<file path="config.mk">
export PLATFORM = sky130hd
export DESIGN_NAME = qam_dac_spi_out
export DESIGN_NICKNAME = d
export VERILOG_FILES = /design/src/rtl/qam_dac_pkg.sv /design/src/rtl/spi_frame_tx.sv /design/src/rtl/qam_dac_spi_out.sv
export SDC_FILE = /design/constraint.sdc
export NUM_CORES = 1
export LEC_CHECK = 0
export ABC_AREA = 1
export CORE_UTILIZATION = 50
export CTS_CLUSTER_DIAMETER = 200
export DETAILED_ROUTE_END_ITERATION = 6
export PLACE_DENSITY = 0.76
export SLEW_MARGIN = 20
export SYNTH_ARGS = -nofsm -noshare
export SYNTH_HDL_FRONTEND = slang
export SYNTH_SLANG_ARGS = --single-unit
</file>
<file path="constraint.sdc">
create_clock -name clk -period 1.73 [get_ports clk]
set_clock_uncertainty 0.15 [all_clocks]
set_input_delay 0.346 -clock clk [delete_from_list [all_inputs] [get_ports clk]]
set_output_delay 0.346 -clock clk [all_outputs]
set_load 0.02 [all_outputs]
</file>
<file path="src/rtl/qam_dac_pkg.sv">
// Shared types, constants and helpers for the QAM DAC SPI output stage.
package qam_dac_pkg;

  // Sequencer states:
  //   IDLE    | waiting for a sample tick
  //   SHIFT_A | frame A (I channel) on the wire
  //   GAP_A   | sync_n high between frame A and frame B
  //   SHIFT_B | frame B (Q channel, updates both outputs) on the wire
  //   GAP_B   | trailing sync_n high time before the next update may start
  typedef enum logic [2:0] {
    IDLE,
    SHIFT_A,
    GAP_A,
    SHIFT_B,
    GAP_B
  } state_e;

  localparam int FRAME_BITS     = 24;
  localparam int GAP_CYCLES     = 2;
  localparam int MIN_SAMPLE_DIV = 102;
  localparam int SHIFT_EDGES    = 2 * FRAME_BITS;

  // DAC code for one channel: optionally flip the sign bit to get offset binary.
  function automatic logic [15:0] dac_code(input logic [15:0] s, input logic offset_binary);
    dac_code = offset_binary ? {~s[15], s[14:0]} : s;
  endfunction

endpackage

</file>
<file path="src/rtl/spi_frame_tx.sv">
// One 24-bit SPI frame: sync_n low, MSB first, sclk = clk/2 idling high.
// The DAC samples din on the falling sclk edge; din changes with the rising edge.
module spi_frame_tx
  import qam_dac_pkg::*;
(
  input  logic                  clk,
  input  logic                  rst_n,
  input  logic                  start_i,
  input  logic [FRAME_BITS-1:0] word_i,
  output logic                  done_o,
  output logic                  sclk_o,
  output logic                  sync_n_o,
  output logic                  din_o
);

  localparam int CNT_W = $clog2(SHIFT_EDGES + 1);

  logic                  active_q;
  logic [CNT_W-1:0]      edge_cnt_q;
  logic [FRAME_BITS-1:0] shreg_q;
  logic                  sclk_q;
  logic                  sync_n_q;
  logic                  din_q;

  // Combinational so the sequencer leaves SHIFT on the same edge that ends the frame.
  assign done_o   = active_q && (edge_cnt_q == CNT_W'(1));
  assign sclk_o   = sclk_q;
  assign sync_n_o = sync_n_q;
  assign din_o    = din_q;

  // Frame shifter: the start edge presents bit 23, then 48 edges alternate fall/rise.
  always_ff @(posedge clk or negedge rst_n) begin
    if (!rst_n) begin
      active_q   <= 1'b0;
      edge_cnt_q <= '0;
      shreg_q    <= '0;
      sclk_q     <= 1'b1;
      sync_n_q   <= 1'b1;
      din_q      <= 1'b0;
    end else if (start_i) begin
      active_q   <= 1'b1;
      edge_cnt_q <= CNT_W'(SHIFT_EDGES);
      shreg_q    <= {word_i[FRAME_BITS-2:0], 1'b0};
      sclk_q     <= 1'b1;
      sync_n_q   <= 1'b0;
      din_q      <= word_i[FRAME_BITS-1];
    end else if (active_q) begin
      edge_cnt_q <= edge_cnt_q - CNT_W'(1);
      if (sclk_q) begin
        sclk_q <= 1'b0;
      end else begin
        sclk_q <= 1'b1;
        if (edge_cnt_q == CNT_W'(1)) begin
          sync_n_q <= 1'b1;
          din_q    <= 1'b0;
          active_q <= 1'b0;
        end else begin
          din_q   <= shreg_q[FRAME_BITS-1];
          shreg_q <= {shreg_q[FRAME_BITS-2:0], 1'b0};
        end
      end
    end
  end

endmodule

</file>
<file path="src/rtl/qam_dac_spi_out.sv">
// QAM modulator output stage: decimates mod_iq to the DAC update rate and
// sends I then Q as two 24-bit SPI frames to a dual 16-bit serial DAC.
module qam_dac_spi_out
  import qam_dac_pkg::*;
#(
  parameter int          SAMPLE_DIV    = 128,
  parameter logic [7:0]  CMD_A         = 8'h00,
  parameter logic [7:0]  CMD_B         = 8'h11,
  parameter bit          OFFSET_BINARY = 1'b1
) (
  input  logic        clk,
  input  logic        rst_n,
  input  logic        enable,
  input  logic [31:0] mod_iq,
  input  logic        clr_overrun,
  output logic        dac_sclk,
  output logic        dac_sync_n,
  output logic        dac_din,
  output logic        sample_tick,
  output logic        busy,
  output logic        overrun
);

  localparam int CW = (SAMPLE_DIV > 1) ? $clog2(SAMPLE_DIV) : 1;

  logic [CW-1:0]         smp_cnt_q, smp_cnt_d;
  logic                  tick;
  state_e                state_q;
  logic [1:0]            gap_cnt_q;
  logic [FRAME_BITS-1:0] frame_b_q;
  logic                  sample_tick_q;
  logic                  busy_q;
  logic                  overrun_q;
  logic                  tx_start;
  logic                  tx_done;
  logic [FRAME_BITS-1:0] tx_word;
  logic [FRAME_BITS-1:0] frame_a_w;

  assign tick      = enable && (smp_cnt_q == CW'(SAMPLE_DIV - 1));
  assign frame_a_w = {CMD_A, dac_code(mod_iq[31:16], OFFSET_BINARY)};

  // Frame A goes straight from the input on the tick; frame B was latched at the same tick.
  assign tx_start = ((state_q == IDLE) && tick) ||
                    ((state_q == GAP_A) && (gap_cnt_q == 2'd0));
  assign tx_word  = (state_q == IDLE) ? frame_a_w : frame_b_q;

  assign sample_tick = sample_tick_q;
  assign busy        = busy_q;
  assign overrun     = overrun_q;

  // Next sample count: free-runs 0..SAMPLE_DIV-1 while enabled, parked at 0 otherwise.
  always_comb begin
    smp_cnt_d = smp_cnt_q + CW'(1);
    if (!enable || tick) begin
      smp_cnt_d = '0;
    end
  end

  // Sample counter register.
  always_ff @(posedge clk or negedge rst_n) begin
    if (!rst_n) begin
      smp_cnt_q <= '0;
    end else begin
      smp_cnt_q <= smp_cnt_d;
    end
  end

  // Update sequencer: capture, A/B framing with gaps, busy and sticky overrun.
  always_ff @(posedge clk or negedge rst_n) begin
    if (!rst_n) begin
      state_q       <= IDLE;
      gap_cnt_q     <= 2'd0;
      frame_b_q     <= '0;
      sample_tick_q <= 1'b0;
      busy_q        <= 1'b0;
      overrun_q     <= 1'b0;
    end else begin
      sample_tick_q <= 1'b0;
      if (tick && busy_q) begin
        overrun_q <= 1'b1;
      end else if (clr_overrun) begin
        overrun_q <= 1'b0;
      end
      case (state_q)
        IDLE: begin
          if (tick) begin
            frame_b_q     <= {CMD_B, dac_code(mod_iq[15:0], OFFSET_BINARY)};
            sample_tick_q <= 1'b1;
            busy_q        <= 1'b1;
            state_q       <= SHIFT_A;
          end
        end
        SHIFT_A: begin
          if (tx_done) begin
            gap_cnt_q <= 2'(GAP_CYCLES - 1);
            state_q   <= GAP_A;
          end
        end
        GAP_A: begin
          if (gap_cnt_q == 2'd0) begin
            state_q <= SHIFT_B;
          end else begin
            gap_cnt_q <= gap_cnt_q - 2'd1;
          end
        end
        SHIFT_B: begin
          if (tx_done) begin
            gap_cnt_q <= 2'(GAP_CYCLES - 1);
            state_q   <= GAP_B;
          end
        end
        GAP_B: begin
          if (gap_cnt_q == 2'd0) begin
            busy_q  <= 1'b0;
            state_q <= IDLE;
          end else begin
            gap_cnt_q <= gap_cnt_q - 2'd1;
          end
        end
        default: begin
          busy_q  <= 1'b0;
          state_q <= IDLE;
        end
      endcase
    end
  end

  spi_frame_tx u_tx (
    .clk      (clk),
    .rst_n    (rst_n),
    .start_i  (tx_start),
    .word_i   (tx_word),
    .done_o   (tx_done),
    .sclk_o   (dac_sclk),
    .sync_n_o (dac_sync_n),
    .din_o    (dac_din)
  );

endmodule
</file>
# Yosys cells after proc, flatten, opt, wreduce, memory -nomap -nowiden

Cells that the tools add are included.

Register bits after elaboration: 66

Add/sub/neg operators: 3
Equality and inequality tests: 15
Mux-type cells: 39
Bitwise gates (word level): 3
Reductions and logical operators: 24

Operators with widths:

| cell                  | count |
|---|---|
| $mux W24              | 4 |
| $mux W1               | 21 |
| $mux W21              | 1 |
| $mux W3               | 5 |
| $pmux W3 S5           | 1 |
| $ne A2 B2 Y1 const B  | 7 |
| $mux W6               | 2 |
| $reduce_and A3 Y1     | 4 |
| $reduce_bool A2 Y1    | 4 |
| $add A7 B1 Y7 const B | 1 |
| $eq A7 B7 Y1 const B  | 1 |
| $mux W7               | 1 |
| $eq A3 B2 Y1 const B  | 2 |
| $eq A6 B1 Y1 const B  | 1 |
| $sub A6 B1 Y6 const B | 1 |
| $logic_and A1 B1 Y1   | 5 |
| $reduce_and A5 Y1     | 1 |
| $mux W2               | 2 |
| $ne A2 B1 Y1 const B  | 2 |
| $pmux W2 S2           | 1 |
| $reduce_and A2 Y1     | 2 |
| $reduce_or A2 Y1      | 2 |
| $eq A3 B1 Y1 const B  | 1 |
| $eq A3 B3 Y1 const B  | 1 |
| other kinds (8)       | 11 |

# Logic depth before layout (Yosys ltp)

Word-level depth: 6
Gate-level depth with buffers: 10

# Cells and area by module

From an unflattened synthesis, not the netlist that was laid out.

Cells, all modules: 441
Area total of the unflattened synthesis: 3389.5 µm²

By module, submodules not included:

| module          | instances | cells an instance | area an instance (µm²) | seq. area each (µm²) |
|---|---|---|---|---|
| spi_frame_tx    | 1         | 228               | 1805.5                 | 828.3 |
| qam_dac_spi_out | 1         | 213               | 1584.0                 | 800.8 |

# Worst setup path after synthesis

OpenSTA, ideal clock, no wires.

Path kind: register -> register
Start point: register smp_cnt_q[0]
End point: register u_tx.shreg_q[14]
Setup time: 0.117 ns
Data arrival time: 1.418 ns
Setup slack: 0.045 ns
Stages on the path, launching flop included: 11
Buffers on the path: 2
Period minus slack after synthesis: 1.685 ns
Cells stage by stage: dfrtp_1 ha_1 nand3_2 nor2_2 nand3_4 buf_6 buf_6 nand3_2 nand2_1 nand2_1 nand2_1

Longest elaborated chain between the ends: 6
Elaborated cells on any way between the ends: 9
Classes of those cells: eq/ne (3); mux (1); reduce/logical (5)

RTL lines:

| element                                                             | line                  | RTL |
|---|---|---|
| from (decl)                                                         | qam_dac_spi_out.sv:26 | `logic [CW-1:0] smp_cnt_q, smp_cnt_d;` |
| from (signal assigned)                                              | qam_dac_spi_out.sv:64 | `smp_cnt_q <= smp_cnt_d;` |
| $eq A7 B7 Y1 *                                                      | qam_dac_spi_out.sv:39 | `assign tick = enable && (smp_cnt_q == CW'(SAMPLE_DIV - 1));` |
| $logic_and A1 B1 Y1 *                                               | qam_dac_spi_out.sv:39 |  |
| $logic_and A1 B1 Y1 *                                               | qam_dac_spi_out.sv:43 | `assign tx_start = ((state_q == IDLE) && tick) \|\|` |
| $logic_or A1 B1 Y1 *                                                | qam_dac_spi_out.sv:43 |  |
| $ne A2 B2 Y1 (no line) / $reduce_bool A2 Y1 (equally long branches) | n/a                   |  |
| $reduce_and A3 Y1 (no line)                                         | n/a                   |  |
| to (signal assigned)                                                | spi_frame_tx.sv:43    | `shreg_q <= {word_i[FRAME_BITS-2:0], 1'b0};` |
| to (signal assigned)                                                | spi_frame_tx.sv:59    | `shreg_q <= {shreg_q[FRAME_BITS-2:0], 1'b0};` |
| to (decl)                                                           | spi_frame_tx.sv:20    | `logic [FRAME_BITS-1:0] shreg_q;` |

Mark *: on every way between the ends. The rest lies on a longest branch, timed or not.
A chain may end at the register's enable or synchronous reset.

# Worst setup path after layout

Start point: register smp_cnt_q[0]
End point: register u_tx.shreg_q[1]

Same word-level chain as after synthesis.

==> results.md <==
- Outcome: complete, no violations
- Die area: 6840 um^2
- CTS root buffer: clkbuf_8
- Placed Area: 3890 um^2
- DR DRC count: 0
- Pre-antenna DRT Iters: 4
- Top delay family on crit path: simple AND/OR/NAND/NOR gates
- Syn Area/Cell: 7.81 um^2
- Clock Latency Late Sink: 0.33 ns
- Die W: 82.7 um
- Critical path cell sequence: ha_2 -> nand3_4 -> nor2_4 -> nand3_4 -> nand2_8 -> nor2_4 -> buf_12 -> nand2_2 -> o21ai_2
- Final min period: 1.72 ns
- Max-cap violation count: 0
- Num CTS Buffers: 9
- CP Launch Type: flop
- Share of cells above drive strength 1: 0.201
- Die Span Y: 82.7 um
- Post-synth EDFFs: 0
- Clock Tree Buf Depth: 2
- WHS: 0.332 ns
- Hold Crit Class: flop to flop
- Htree depth: 3
- Worst path bufs/invs: 1
- Starting Density: 0.516
- HPWL Detailed: 4850 um
- Actual slew at the worst max-slew pin: 0.344 ns
- Wirelength, routed: 7250 um
- Setup violators final: 0
- Sequential fraction of the synthesis area: 0.500
- Worst vdd ir: 0.508 mV
- Unrepaired setup endpoints after global routing: true
- Share of the synthesized area in the top cell type: 0.484
- Finished Layout Cells: 564
- Clock sink count: 65
- Final Cell Area: 4280 um^2
- Post-Syn Area: 3260 um^2
- Vias in the first global route: 2726
- Largest area contributor in the netlist: dfrtp_1
- Initial antenna violation count: 0
- NumNets Final: 523
- Core Region: 6310 um^2
- Slew margin rel.: 0.771
- WL/cell: 12.8 um
- Antenna viol nets, final: 0
- Global route overflow: 0
- Critical Path AT: 1.79 ns
- Via/cell ratio: 5.01
- Crit Path Max Fanout: 13
- Number of max-slew violations in the final report: 0
- Crit path required time: 1.80 ns
- Netlist cell types: 28
- Final worst-path cycle share: 0.995
- Synth warn: 0
- Reg clk slew, reported paths: 0.06 ns
- Seq cells post-synth: 65
- Hold Vio Cnt, Final: 0
- Most used DFF post-synth: dfrtp_1
- Cell Pwr Density: 677 nW/um^2
- # rows: 29
- Area added between synthesis and finish: 31.6%
- Commonest cells after routing, fill and taps aside: 161 x nand2_1, 63 x dfrtp_1, 36 x inv_1, 34 x clkdlybuf4s50_1, 25 x nor2_1
- Crit. End Element: flop
- Asr flop ratio synth: 1.00
- First-pass GRT wire length: 11800 um
- Overall Global Routing Usage: 0.236
- DRT iter0 DRCs: 165
- Leakage power: 2.26 nW
- Peak Freq: 581 MHz
- Syn_nets: 457
- Most common cell after layout, fill and taps aside: nand2_1
- Top post-synthesis cells by area: dfrtp_1 48%, nand2_1 21%, inv_1 4.5%
- Mapped Cells: 417
- Tot Pwr: 2.90 mW
- CP max stage cell: dfrtp_1
- Worst Setup Path Type: flop to flop
- Gpl congestion: 0.808
- Port bufs: 41
- I/O pin count: 42
- Diodes inserted: 0
- Routed via count: 2825
- Dpl cells: 543
- Largest net degree at the start of global routing: 66
- Critical Path Max Stage Delay: 0.36 ns
- CTS tree: done
[final cells by class]
class	instances	area (um^2)
Clock buffer	12	145
Sequential cell	65	1630
Clock inverter	3	17.5
Tap cell	77	96.3
Timing Repair Buffer	68	737
Fill cell	506	2030
Inverter	43	171
Multi-Input combinational cell	296	1490
[metal layers]
metal,vias up,global-route usage,wire (um)
met4,0,0.0966,142
met3,12,0.0615,243
met1,1343,0.296,3260
met5,-,0,0
li1,1416,-,-
met2,54,0.384,3600
[where the power goes]
group | switching, mW | total, mW | internal (mW)
Combinational | 0.0964 | 0.217 | 0.121
Sequential | 0.0299 | 1.59 | 1.56
Clock | 0.544 | 1.09 | 0.547
Total | 0.670 | 2.90 | 2.23
[flip-flops by register name, indices dropped and copies added, names as in the netlist, 2 cells and up]
| signal | flops |
|---|---|
| u_tx.edge_cnt_q | 6 |
| gap_cnt_q | 2 |
| state_q | 3 |
| frame_b_q | 17 |
| u_tx.shreg_q | 23 |
| smp_cnt_q | 7 |
[cell families (layout without fill, tap and decap cells)]
kind of cell    Yosys count  in the layout  synth area share
fa+ha+maj                 4              4            0.0154
simple gates            265            265             0.355
buf+inv                  56            126            0.0799
xor+xnor                  5              5            0.0135
compound gates           22             22            0.0354
flops                    65             65             0.500
[metrics by stage]
stage | setup TNS (ns) | utilization | setup slack [ns]
floorplan | 0 | - | 0.0453
global placement | -0.0128 | 0.617 | -0.0128
detailed placement | -0.359 | 0.617 | -0.0529
CTS | 0 | 0.644 | 0.00379
global route | -2.06 | 0.678 | -0.0871
finish | 0 | 0.678 | 0.00785
[Yosys cell counts (2+ instances only)]
| library cell | number |
|---|---|
| a21oi_1 | 5 |
| buf_2 | 5 |
| buf_4 | 3 |
| buf_6 | 4 |
| dfrtp_1 | 63 |
| dfstp_2 | 2 |
| ha_1 | 4 |
| inv_1 | 39 |
| inv_2 | 3 |
| nand2_1 | 182 |
| nand2_4 | 2 |
| nand3_1 | 18 |
| nand3_2 | 2 |
| nand3_4 | 2 |
| nand4_1 | 12 |
| nor2_1 | 28 |
| nor2_2 | 9 |
| nor2_4 | 2 |
| nor3_1 | 3 |
| o21ai_0 | 14 |
| o21bai_1 | 2 |
| or2_2 | 3 |
| xor2_1 | 5 |
[worst min-delay path: stages (launching register included)]
cell and delay [ns]:
dfrtp_1 0.35, nand2_1 0.06, nand2_1 0.05
[final timing paths]
check	start	to	slack, ns	depth (start not counted)
worst max-delay path	smp_cnt_q[0]	u_tx.shreg_q[1]	0.008	9
max in group asynchronous	rst_n	u_tx.sclk_o	0.70	3
worst min register to register	u_tx.shreg_q[14]	u_tx.shreg_q[14]	0.33	2
min in group asynchronous	rst_n	smp_cnt_q[3]	0.41	3
worst min-delay path	u_tx.shreg_q[14]	u_tx.shreg_q[14]	0.33	2
worst max register to register	smp_cnt_q[0]	u_tx.shreg_q[1]	0.008	9
[timing repair]
item	4_1_cts	5_1_grt
resized for setup	8	51
pin swaps	0	9
buffers inserted	0	4
setup endpoints to repair	26	52
hold endpoints to repair	63	0
hold buffers	1	0
gates cloned	0	2
No activity file was read; power rests on OpenSTA's default activity.
==> variant, RTL diff (same settings) <==
`OFFSET_BINARY`: 1'b1 -> 1'b0.
--- a/src/rtl/qam_dac_spi_out.sv
+++ b/src/rtl/qam_dac_spi_out.sv
@@ -7,5 +7,5 @@
   parameter logic [7:0]  CMD_A         = 8'h00,
   parameter logic [7:0]  CMD_B         = 8'h11,
-  parameter bit          OFFSET_BINARY = 1'b1
+  parameter bit          OFFSET_BINARY = 1'b0
 ) (
   input  logic        clk,
Check against the original RTL: no difference found for any inputs over 10 cycles, from zero or initial values and one cycle with rst_n low; that may be too few to reach the edited logic, so the function may still have changed.
==> variant against the unedited design <==
- sequential cell count unchanged
- worst setup slack better by 0.028 ns
- sequential power decreased by 4%
- clock power grew 20%
- die area grew 5.4%
- critical endpoint is now dac_sync_n
- power up 3.6%
- largest cell class unchanged
- via count up 6.1%
- final area up 1.6%
- routed wire length grew 2.2%
- area after synthesis grew 5.5%
- count of clock-buffer cells in the layout stayed put
==> variant: results (changes against the unedited design) <==
clk_lat worst skew=0.35 ns (+0.02 ns); register share of total power=0.510 (-0.039); PostCTS Resize Cnt=7 (-1); reg-to-reg endpoint=u_tx.shreg_q[4]$_DFFE_PN0P_; power consumption=3.003 mW (+3.6%); sequential area share after synthesis=0.4743 (-0.02607); cell family with most CP delay=flip-flops; total wire length=7.404 mm (+2.2%); slowest cell on the critical path=dfstp_2; GR Util All Layers=0.2264 (-0.009275); Sequential Area=0.001630 mm^2 (about the same); Pint=2.354 mW (+5.6%); share of post-route cells with drive strength above 1=0.1415 (-0.05976); GPL Wtd Cong=0.8273 (+2.4%); Crit path largest cell delay=0.53 ns (+0.17 ns); cell count after placement=574 (+5.7%); Max rail drop VDD=0.3984 mV (-22%); Initial DRC Count=156 (-5.5%); met1 GRT Util=0.3001 (+0.003741); GR Util met3=0.04961 (-0.01193); post-route design area=0.004353 mm^2 (+1.6%); Mean Syn Cell Area=7.548 um^2 (-3.3%); Worst Max-Slew Pin Slew=0.3136 ns (-0.03014 ns); vias in the first global route=2,875 (+5.5%); placed inst area=0.004048 mm^2 (+4.0%); status=complete, no violations; met2 Use GR=0.3555 (-0.02892); worst r2r src=u_tx.edge_cnt_q[1]$_DFFE_PN0P_; routed length per placed instance=12.49 um (-2.8%); minimum clock period=1.695 ns (-0.02756 ns); DP Worst Slack=-0.03816 ns (+0.01471 ns); post-layout util=0.6702 (-0.008161); inverters=56 (+30%); clock network area share=0.04484 (+0.006862); Static Leak=2.337 nW (+3.3%); Clk. pwr=1.31 mW (+20%); fillcell total=553 (+9.3%); Multi-input comb cells=314 (+6.1%); largest net degree at the start of global routing=55 (-17%); Mapped Nets=495 (+8.3%)
## variant: changes by cell type after synthesis, sizes merged, moves of 2 or more
| cell | before | now |
|---|---|---|
| nand4 | 12 | 20 |
| nand2 | 185 | 188 |
| o21bai | 2 | 0 |
| o21ai | 15 | 6 |
| buf | 12 | 16 |
| inv | 43 | 56 |
| nor2 | 39 | 21 |
| nand3 | 22 | 50 |
| xnor2 | 0 | 2 |
| a21oi | 5 | 9 |
| clkbuf | 1 | 4 |
## variant: routing by layer
| metal | wire (um) | share of wire |
|---|---|---|
| met5 | 0 | 0 |
| met4 | 129 | 0.017 |
| met3 | 276 | 0.037 |
| met2 | 3472 | 0.47 |
| met1 | 3525 | 0.48 |
## variant: logic make-up after synthesis
| group | synth area share |
|---|---|
| buffers and inverters | 0.09654 |
| XOR/XNOR | 0.01530 |
| AO/OA/AOI/OAI | 0.03461 |
| adder cells (fa/ha/maj) | 0.01457 |
| flip-flops | 0.4743 |
| AND/OR/NAND/NOR | 0.3647 |
